==> config.mk <==
export PLATFORM = sky130hd
export DESIGN_NAME = contactor_sequencer
export DESIGN_NICKNAME = d
export VERILOG_FILES = /design/src/rtl/contactor_sequencer.sv
export SDC_FILE = /design/constraint.sdc
export NUM_CORES = 1
export LEC_CHECK = 0
export ABC_AREA = 1
export CORE_ASPECT_RATIO = 1.25
export CORE_MARGIN = 2
export CORE_UTILIZATION = 58
export DETAILED_ROUTE_END_ITERATION = 7
export GPL_TIMING_DRIVEN = 0
export MAX_ROUTING_LAYER = met4
export PLACE_DENSITY_LB_ADDON = 0.05
export SYNTH_ARGS = -nofsm -noshare
export SYNTH_HDL_FRONTEND = slang
export SYNTH_SLANG_ARGS = --single-unit
==> constraint.sdc <==
create_clock -name clk -period 10.1 [get_ports clk]
set_input_delay 2.525 -clock clk [delete_from_list [all_inputs] [get_ports clk]]
set_output_delay 2.525 -clock clk [all_outputs]
set_load 0.01 [all_outputs]
==> src/rtl/contactor_sequencer.sv <==
// Contactor sequencer: serialises requested contactor transitions in round-robin order,
// confirms each against router feedback within a timeout and enforces a closed-count ceiling.
module contactor_sequencer #(
    parameter int N_CONT         = 21,
    parameter int MAX_CLOSED     = 4,
    parameter int TIMEOUT_CYCLES = 1000
) (
    input  logic                  clk,
    input  logic                  rst,
    input  logic [N_CONT-1:0]     spi_requests,
    input  logic [2*N_CONT-1:0]   router_feedback,
    input  logic                  shutdown_req,
    input  logic                  clear_errors,
    output logic [N_CONT-1:0]     contactor_cmd,
    output logic [N_CONT-1:0]     contactor_status,
    output logic                  feedback_timeout_error,
    output logic                  invalid_request,
    output logic                  busy
);
    localparam int PTR_W = $clog2(N_CONT);
    localparam int CNT_W = $clog2(N_CONT + 1);
    localparam int TMR_W = $clog2(TIMEOUT_CYCLES);

    typedef enum logic [2:0] {
        S_IDLE,
        S_SCAN,
        S_DRIVE,
        S_WAIT_FB,
        S_ERROR
    } state_t;

    state_t              state_q, state_d;
    logic [PTR_W-1:0]    ptr_q, ptr_d;
    logic [TMR_W-1:0]    timer_q, timer_d;
    logic [N_CONT-1:0]   cmd_q, cmd_d;
    logic [N_CONT-1:0]   status_q, status_d;
    logic                tmo_err_q, tmo_err_d;
    logic                invalid_q, invalid_d;
    logic [N_CONT-1:0]   req_meta_q, req_meta_d;
    logic [N_CONT-1:0]   req_sync_q, req_sync_d;

    logic [N_CONT-1:0]   req_e;
    logic [N_CONT-1:0]   pending;
    logic [N_CONT-1:0]   fb_closed;
    logic [N_CONT-1:0]   fb_open;
    logic [CNT_W-1:0]    closed_cnt;
    logic [PTR_W-1:0]    ptr_inc;
    logic                fb_match;

    for (genvar gi = 0; gi < N_CONT; gi++) begin : g_fb
        assign fb_closed[gi] = (router_feedback[2*gi +: 2] == 2'b10);
        assign fb_open[gi]   = (router_feedback[2*gi +: 2] == 2'b01);
    end

    assign req_meta_d = spi_requests;
    assign req_sync_d = req_meta_q;
    // Shutdown masks every request, so nothing can be seen as wanting to close.
    assign req_e   = req_sync_q & ~{N_CONT{shutdown_req}};
    assign pending = req_e ^ cmd_q;
    assign ptr_inc = (ptr_q == PTR_W'(N_CONT - 1)) ? '0 : ptr_q + 1'b1;
    assign fb_match = cmd_q[ptr_q] ? fb_closed[ptr_q] : fb_open[ptr_q];
    assign status_d = cmd_q & fb_closed;

    always_comb begin
        closed_cnt = '0;
        for (int i = 0; i < N_CONT; i++) begin
            closed_cnt = closed_cnt + CNT_W'(cmd_q[i]);
        end
    end

    always_comb begin
        state_d   = state_q;
        ptr_d     = ptr_q;
        timer_d   = timer_q;
        cmd_d     = cmd_q;
        tmo_err_d = tmo_err_q;
        invalid_d = invalid_q;

        if (clear_errors && state_q != S_ERROR) begin
            invalid_d = 1'b0;
        end

        case (state_q)
            S_IDLE: begin
                if (|pending) begin
                    state_d = S_SCAN;
                end
            end
            S_SCAN: begin
                if (!pending[ptr_q]) begin
                    ptr_d = ptr_inc;
                    if (!(|pending)) begin
                        state_d = S_IDLE;
                    end
                end else if (!req_e[ptr_q] || closed_cnt < CNT_W'(MAX_CLOSED)) begin
                    state_d = S_DRIVE;
                end else begin
                    // Refused close stays pending and is retried on a later lap.
                    invalid_d = 1'b1;
                    ptr_d     = ptr_inc;
                end
            end
            S_DRIVE: begin
                cmd_d[ptr_q] = req_e[ptr_q];
                timer_d      = '0;
                state_d      = S_WAIT_FB;
            end
            S_WAIT_FB: begin
                timer_d = timer_q + 1'b1;
                if (fb_match) begin
                    ptr_d   = ptr_inc;
                    state_d = S_IDLE;
                end else if (timer_q == TMR_W'(TIMEOUT_CYCLES - 1)) begin
                    tmo_err_d = 1'b1;
                    cmd_d     = '0;
                    state_d   = S_ERROR;
                end
            end
            S_ERROR: begin
                cmd_d = '0;
                if (clear_errors && !shutdown_req) begin
                    tmo_err_d = 1'b0;
                    invalid_d = 1'b0;
                    state_d   = S_IDLE;
                end
            end
            default: begin
                state_d = S_IDLE;
            end
        endcase

        if (shutdown_req && state_q != S_ERROR) begin
            cmd_d   = '0;
            state_d = S_IDLE;
            timer_d = '0;
        end
    end

    always_ff @(posedge clk or posedge rst) begin
        if (rst) begin
            state_q    <= S_IDLE;
            ptr_q      <= '0;
            timer_q    <= '0;
            cmd_q      <= '0;
            status_q   <= '0;
            tmo_err_q  <= 1'b0;
            invalid_q  <= 1'b0;
            req_meta_q <= '0;
            req_sync_q <= '0;
        end else begin
            state_q    <= state_d;
            ptr_q      <= ptr_d;
            timer_q    <= timer_d;
            cmd_q      <= cmd_d;
            status_q   <= status_d;
            tmo_err_q  <= tmo_err_d;
            invalid_q  <= invalid_d;
            req_meta_q <= req_meta_d;
            req_sync_q <= req_sync_d;
        end
    end

    assign contactor_cmd          = cmd_q;
    assign contactor_status       = status_q;
    assign feedback_timeout_error = tmo_err_q;
    assign invalid_request        = invalid_q;
    assign busy                   = (state_q != S_IDLE);

endmodule
# [After elaboration in Yosys (flattened, before gate mapping)]
# Cells that the tools add are included.
[totals] regBits=104 latchBits=0 ram_bits=0 rom_bits=0 input_bits=67 out_inout_bits=45 elab_cells=160 mem_count=0
[op_classes] n_addsub=22 multipliers=0 n_div=0 magnitude_cmp=3 n_eq_ne=61 shifts=0 muxes=43 bitwise_logic=4 reduce_logical=18
[ops] op="$add A5 B1 Y5" count=16
[ops] op="$mux W21" count=3
[ops] op="$pmux W21 S3" count=1
[ops] op="$and A21 B21 Y21" count=2
[ops] op="$eq A2 B1 Y1 const B" count=21
[ops] op="$eq A2 B2 Y1 const B" count=21
[ops] op="$bmux W1 S5" count=5
[ops] op="$mux W3" count=8
[ops] op="$bwmux W21" count=1
[ops] op="$not A21 Y21" count=1
[ops] op="$reduce_or A21 Y1" count=1
[ops] op="$xor A21 B21 Y21" count=1
[ops] op="$mux W5" count=4
[ops] op="$pmux W10 S2" count=1
[ops] op="$ne A3 B3 Y1 const B" count=6
[ops] op="$pmux W3 S5" count=1
[ops] op="$mux W1" count=14
[ops] op="$ne A4 B4 Y1 const B" count=3
[ops] op="$add A10 B1 Y10 const B" count=1
[ops] op="$eq A10 B10 Y1 const B" count=1
[ops] op="$mux W10" count=1
[ops] op="$pmux W5 S2" count=1
[ops] op="$ne A2 B2 Y1 const B" count=4
[ops] op="$eq A3 B2 Y1 const B" count=2
[ops] op="23 further kinds" count=31

# [Longest topological paths before layout]
# Gate-level depths: netlist (run 1).
[depth] word_depth=26 depth_mapped=21 depth_no_buf=21

# [Least setup slack after synthesis (run 1)]
# Ideal clock, no wire load.
[synth_path] path_kind="reg2reg" from="register cmd_q[0] (netlist: contactor_cmd[0])" to="register ptr_q[2]" setup_ns=0.123 arrival_ns=4.042 t_required_ns=9.977 path_slack_ns=5.935 stages_incl_launch_ff=20 path_buffers=0 period_less_slack_ns=4.165 path_cell_list="dfrtp_1 -> inv_1 -> fa_1 -> fa_1 -> inv_1 -> fa_1 -> fa_1 -> inv_1 -> fa_1 -> inv_1 -> ha_1 -> inv_1 -> o21ai_0 -> nand2_1 -> nor2_1 -> inv_1 -> nand3_1 -> nand2_2 -> nand2_1 -> o21ai_1"
[synth_between] elab_chain_cells=24 elab_cells_between_ends=33 cone_classes="20 x add/sub; 1 x order compare; 2 x eq/ne; 7 x mux; 1 x bitwise; 2 x reduce/logical"
[synth_rtl] item="start, declared" line_no="35" source="logic [N_CONT-1:0] cmd_q, cmd_d;"
[synth_rtl] item="start signal, assigned" line_no="154" source="cmd_q <= cmd_d;"
[synth_rtl] item="$add A1 B1 Y2" line_no="67" source="closed_cnt = closed_cnt + CNT_W'(cmd_q[i]);"
[synth_rtl] item="$add A2 B1 Y3" line_no="67"
[synth_rtl] item="$add A3 B1 Y4" line_no="67"
[synth_rtl] item="$add A4 B1 Y5" line_no="67"
[synth_rtl] item="$add A5 B1 Y5 (16 in a row)" line_no="67"
[synth_rtl] item="$lt A5 B3 Y1" line_no="95" source="end else if (!req_e[ptr_q] || closed_cnt < CNT_W'(MAX_CLOSED)) begin"
[synth_rtl] item="$logic_or A1 B1 Y1" line_no="95"
[synth_rtl] item="$ne A3 B3 Y1 (no source line)"
[synth_rtl] item="$reduce_and A3 Y1 (no source line)"
[synth_rtl] item="end signal, assigned" line_no="152" source="ptr_q <= ptr_d;"
[synth_rtl] item="end, declared" line_no="33" source="logic [PTR_W-1:0] ptr_q, ptr_d;"
# Parallel ways exist; a longest one is shown, timed or not. The select of a mux whose other input is x is not followed.
# A chain may end at the register's enable or synchronous reset.

# [Final worst setup path (run 1)]
[layout_path] from="register cmd_q[11] (netlist: contactor_cmd[11])" to="register state_q[2]"
[layout_between] elab_chain_cells=14 elab_cells_between_ends=28 cone_classes="10 x add/sub; 1 x order compare; 4 x eq/ne; 9 x mux; 1 x bitwise; 3 x reduce/logical"
[layout_rtl] item="$add A5 B1 Y5 (10 in a row)" line_no="67"
[layout_rtl] item="$lt A5 B3 Y1" line_no="95"
[layout_rtl] item="$logic_or A1 B1 Y1" line_no="95"
[layout_rtl] item="$ne A4 B4 Y1 (no source line)"
[layout_rtl] item="$reduce_and A5 Y1 (no source line)"
[layout_rtl] item="end signal, assigned" line_no="151" source="state_q <= state_d;"
[layout_rtl] item="end, declared" line_no="32" source="state_t state_q, state_d;"
# Parallel ways exist; a longest one is shown, timed or not. The select of a mux whose other input is x is not followed.

==> metrics.csv, run 1 <==
metric,value,unit
result of the run,finished clean,
worst skew pair latency,0.35,ns
Hold Crit Class,reg2reg,
DRC Markers,0,
fin crit period,4.95,ns
Slew Limit Fails,0,
port bufs,110,
I/O pin cnt,112,
cells after synthesis,879,
maximum clock path buffer count,2,
Final Instance Area,8050,um^2
Worst-path clk slew,0.08,ns
Max Clock Freq,202,MHz
CTS tree,built,
Initial Utilization,0.588,
syn_area_per_cell,7.34,um^2
WHS,0.345,ns
Post-CTS Resized,0,
die height,122,um
Setup crit start kind,flop,
Adder-Cell Fraction of Synth Area,0.0636,
area grow syn2layout,24.8,%
cell taking the most area after synthesis,dfrtp_1,
P per Cell Area,223,nW/um^2
first-pass GRT wire length,30.3,mm
Final Cycle Share,0.490,
largest net degree at the start of global routing,55,
post-synth top area share,0.403,
data required time of the critical path,10.33,ns
clk root buf,clkbuf_16,
layout cells sized above 1,0.0835,
mapped cell area,6450,um^2
DIE WIDTH,98.3,um
overall power,1.79,mW
most frequent cells in the layout,"248 x nand2_1, 110 x clkdlybuf4s50_1, 106 x nor2_1, 104 x dfrtp_1, 95 x inv_1",
final cell count without fillers,1141,
Area contributors post-synth,"dfrtp_1 40%, nand2_1 14%, nand3_1 6.4%",
RSZ-0062 raised after global routing,no,
post-synthesis mux area share,0,
CTS HTree Levels,3,
layout filler cell count,871,
post-synthesis cell type count,36,
Main synth FF type,dfrtp_1,
number of global-route vias before repair,6036,
Site Rows,43,
total global-route track usage,0.337,
number of nets in the layout,1093,
Yosys reg bits,104,
Fin Setup TNS,0,ns
largest family of logic cells by synthesized area,simple AND/OR/NAND/NOR gates,
worst path arrival time,5.18,ns
die area,12000,um^2
CTS hold repair buffers,0,
critical path cell sequence,inv_1 > fa_1 > fa_1 > fa_1 > fa_1 > fa_1 > inv_1 > ha_1 > a21oi_1 > o21ai_0 > nand2_1 > nor2_1 > nand3_1 > nand3_1 > nor2_1 > nand2_1 > nand2_1,
critical-path cell with the highest stage delay,fa_1,
CP max FO,5,
detailed-route via count,6516,
Max Clock Skew,0.0135,ns
DP Worst Slack,5.34,ns
Post-Synth Simple-Gate Area,0.361,
Synth Area in XOR/XNOR,0.00407,
"Setup violations, final",0,
final hold vios,0,
DP HPWL,14.6,mm
Post-Place Cells,1125,
Post-synth EDFFs,0,
Compound-Gate Fraction of Synth Area,0.0708,
CTS Buf Count,9,
clock sinks,104,
Routed Antenna Nets,0,
GPL Wtd Cong,0.984,
critical path class,reg2reg,
First-pass DRT Iterations,5,
Slew Limit Headroom,0.553,
Routed wire per std cell,17.2,um
Antenna Cells,0,
worst path bufs/invs,2,
Lkg Pwr,3.93,nW
Mapped Nets,971,
CP peak stage delay,0.64,ns
family with the most delay on the worst path,adder cells,
antenna violations before repair,0,
core area,11000,um^2
DR iter-0 viols,647,
post-synthesis async set-or-reset flop share,1.00,
DR vias/cell,5.71,
"most common cell after layout, fill and taps aside",nand2_1,
grt total ovfl,0,
worst vdd ir,0.183,mV
Max-Cap Viols,0,
setup repair bufs after CTS,0,
sequential fraction of the synthesis area,0.403,
Final Util,0.734,
"most used cell, CP",fa_1,
crit path capture type,flop,
Ys Warns,0,
Worst Max-Slew Pin Slew,0.671,ns
worst setup margin,5.15,ns
Routed WL,19.6,mm
placed cell areas,7750,um^2
synth_stat cells (5+ instances only):
cell type / count
inv_1: 96
o21ai_0: 58
dfrtp_1: 104
nand4_1: 34
nor3_1: 14
nor2_1: 106
o21ai_1: 9
buf_2: 12
a21oi_1: 17
nand2_1: 248
nor2_2: 6
inv_2: 10
nand2_2: 5
nand3_2: 12
fa_1: 13
ha_1: 12
nand3_1: 83
buf_6: 10
routing by layer:
metal  vias to the layer above  track usage  share of wire
met5                         -            -              0
met4                         0        0.152          0.053
met3                        81       0.0505          0.085
met2                       384        0.550           0.47
met1                      2996        0.419           0.39
li1                       3055            -              -
worst register-to-register path, cell delays in order (launching register included):
cell and delay (ns):
dfrtp_1 0.53, inv_1 0.20, fa_1 0.64, fa_1 0.46, fa_1 0.48, fa_1 0.52, fa_1 0.51, inv_1 0.05
ha_1 0.26, a21oi_1 0.06, o21ai_0 0.35, nand2_1 0.09, nor2_1 0.16, nand3_1 0.17, nand3_1 0.17, nor2_1 0.05
nand2_1 0.07, nand2_1 0.06
where the power goes:
part / internal [mW] / switching (mW)
clock: 0.195 / 0.169
sequential: 0.455 / 0.0432
combinational: 0.314 / 0.618
total: 0.964 / 0.830
worst paths after layout:
| check | startpoint | slack (ns) | cells past startpoint | endpoint |
|---|---|---|---|---|
| worst max-delay path | contactor_cmd[11] | 5.15 | 17 | state_q[2] |
| worst min-delay path | req_meta_q[12] | 0.34 | 0 | req_sync_q[12] |
| worst max register to register | contactor_cmd[11] | 5.15 | 17 | state_q[2] |
| worst min register to register | req_meta_q[12] | 0.34 | 0 | req_sync_q[12] |
| max in group asynchronous | rst | 6.78 | 3 | timer_q[0] |
| min in group asynchronous | rst | 2.65 | 2 | req_meta_q[7] |
cell families after synthesis:
logic type / after synthesis
XOR/XNOR: 3
flip-flops: 104
buffers and inverters: 139
AO/OA/AOI/OAI: 89
AND/OR/NAND/NOR: 519
adder cells (fa/ha/maj): 25
registers in the layout, summed over array words and instances (netlist names):
register / cells
req_sync_q: 21
state_q: 3
timer_q: 10
invalid_request: 1
contactor_status: 21
req_meta_q: 21
ptr_q: 5
feedback_timeout_error: 1
contactor_cmd: 21
layout make-up:
cell class | instances | area (um^2) | share of cell area
well taps | 135 | 169 | 0.0210
clock inverters | 7 | 76.3 | 0.00948
repair buffers | 111 | 1130 | 0.140
inverters | 109 | 414 | 0.0514
flip-flops and latches | 104 | 2600 | 0.323
multi-input cells | 636 | 3220 | 0.400
clock buffers | 9 | 225 | 0.0280
plain buffers | 30 | 214 | 0.0266
Note: power is estimated with default switching activity, not from simulation.
==> run 2: changes to the inputs <==
Settings changed: CORE_UTILIZATION 58 to 49.
Clock period 10.1 ns to 4.4 ns, I/O delays scaled along.
==> run 2 against run 1 <==
Effect of this change: non-clock buffer count up 15; via count down 0.89%; clock-buffer cell count up 1; clock skew down 0.0012 ns; first-iteration DRC count down 2.0%; flip-flop and latch count unchanged; critical path type unchanged; largest cell class unchanged.
==> metrics.csv, run 2 (same netlist as run 1, synthesis figures left out) <==
metric,value,unit
area grow syn2layout,29.3,%
DIE WIDTH,107,um
RSZ-0062 raised after global routing,yes,
depth of the worst register-to-register path,17,
result of the run,finished clean,
layout filler cell count,1146,
data required time of the critical path,4.65,ns
Routed Antenna Nets,0,
maximum clock path buffer count,2,
final hold vios,0,
DR vias/cell,5.43,
overall power,4.34,mW
Final Instance Area,8340,um^2
Slew Limit Fails,0,
Initial Utilization,0.505,
CTS tree,built,
CTS HTree Levels,3,
core area,12800,um^2
die area,14100,um^2
Max Clock Skew,0.0123,ns
DP HPWL,14.5,mm
Routed WL,19.9,mm
critical path class,reg2reg,
crit path capture type,flop,
first-pass GRT wire length,31.1,mm
Final Cycle Share,0.989,
DRC Markers,0,
port bufs,110,
First-pass DRT Iterations,5,
number of global-route vias before repair,5933,
die height,132,um
R2R Path Start,contactor_cmd[5],
CP max FO,4,
Max Clock Freq,230,MHz
"most common cell after layout, fill and taps aside",nand2_1,
Slew Limit Headroom,0.615,
clock sinks,104,
critical path cell sequence,clkinv_4 > fa_1 > fa_2 > fa_1 > fa_1 > fa_1 > inv_2 > ha_4 > a21oi_2 > o21ai_2 > nand2_1 > nor2_2 > inv_2 > nand3_4 > nand2_2 > nand2_1 > nand2_1,
Worst-path clk slew,0.08,ns
grt total ovfl,0,
WHS,0.338,ns
CP peak stage delay,0.58,ns
"setup slack, reg-to-reg",0.05,ns
Routed wire per std cell,16.7,um
GPL Wtd Cong,0.966,
total global-route track usage,0.292,
Hold Crit Class,reg2reg,
most frequent cells in the layout,"247 x nand2_1, 110 x clkdlybuf4s50_1, 104 x nor2_1, 95 x dfrtp_1, 82 x inv_1",
placed cell areas,7790,um^2
hold_sp,req_meta_q[4],
worst skew pair latency,0.35,ns
R2R Path End,ptr_q[1],
P per Cell Area,520,nW/um^2
worst vdd ir,0.303,mV
Fin Setup TNS,0,ns
"most used cell, CP",fa_1,
layout cells sized above 1,0.132,
Site Rows,46,
Hold Path Sink,req_sync_q[4],
Worst Max-Slew Pin Slew,0.576,ns
Max-Cap Viols,0,
fin crit period,4.35,ns
detailed-route via count,6458,
"Setup violations, final",0,
Final Util,0.653,
Lkg Pwr,4.03,nW
Antenna Cells,0,
Setup crit start kind,flop,
largest net degree at the start of global routing,66,
clk root buf,clkbuf_16,
antenna violations before repair,0,
Hold Crit Depth,0,
critical-path cell with the highest stage delay,fa_1,
DR iter-0 viols,634,
worst path arrival time,4.60,ns
CTS Buf Count,9,
I/O pin cnt,112,
number of nets in the layout,1109,
## run 2: report_power, final
group / switching [mW] / internal [mW]
logic: 1.48 / 0.790
registers: 0.100 / 1.05
clock network: 0.392 / 0.523
total: 1.98 / 2.36
## run 2: per-layer routing
metal | global-route usage | up-vias | wire length, um
li1 | - | 3101 | -
met1 | 0.384 | 2955 | 8310
met2 | 0.453 | 343 | 9110
met3 | 0.0386 | 59 | 1520
met4 | 0.124 | 0 | 924
met5 | - | - | 0
## run 2: stage by stage
stage / setup slack, ns / instances
finish: 0.0478 / 1190
global route: -0.0416 / 1190
CTS: 0.00472 / 1176
detailed placement: -0.320 / 1158
global placement: -0.946 / 1157
floorplan: 0.235 / 879
## run 2: cell type report
| class | count | area, um^2 | area share |
|---|---|---|---|
| plain buffers | 30 | 214 | 0.0256 |
| well taps | 168 | 210 | 0.0252 |
| multi-input cells | 637 | 3300 | 0.395 |
| inverters | 109 | 432 | 0.0517 |
| clock buffers | 10 | 239 | 0.0286 |
| repair buffers | 126 | 1240 | 0.149 |
| flip-flops and latches | 104 | 2610 | 0.313 |
| clock inverters | 6 | 95.1 | 0.0114 |
## run 2: worst max path at each step
stage / from / end / slack (ns) / cells past startpoint
5_1_grt: contactor_cmd[5] / ptr_q[2] / -0.04 / 21
3_5_place_dp: contactor_cmd[3] / ptr_q[3] / -0.32 / 19
3_3_place_gp: rst / contactor_cmd[18] / -0.95 / 2
4_1_cts: contactor_cmd[1] / ptr_q[3] / 0.005 / 19
6_report: contactor_cmd[5] / ptr_q[1] / 0.05 / 17
2_1_floorplan: contactor_cmd[0] / ptr_q[2] / 0.23 / 19
## run 2: worst max-delay path, delay by kind of cell (launching register included)
family,cells,cell delay (ns)
fa+ha+maj,6,2.79
simple gates,6,0.58
flops,1,0.43
compound gates,2,0.23
buf+inv,3,0.21
## run 2: timing repair
| item | 4_1_cts | 5_1_grt |
|---|---|---|
| pin swaps | 2 | 11 |
| hold buffers | 0 | 0 |
| cloned | 0 | 1 |
| hold endpoints to repair | 0 | 0 |
| resized for setup | 20 | 25 |
| setup endpoints to repair | 9 | 9 |
| buffers inserted | 2 | 13 |
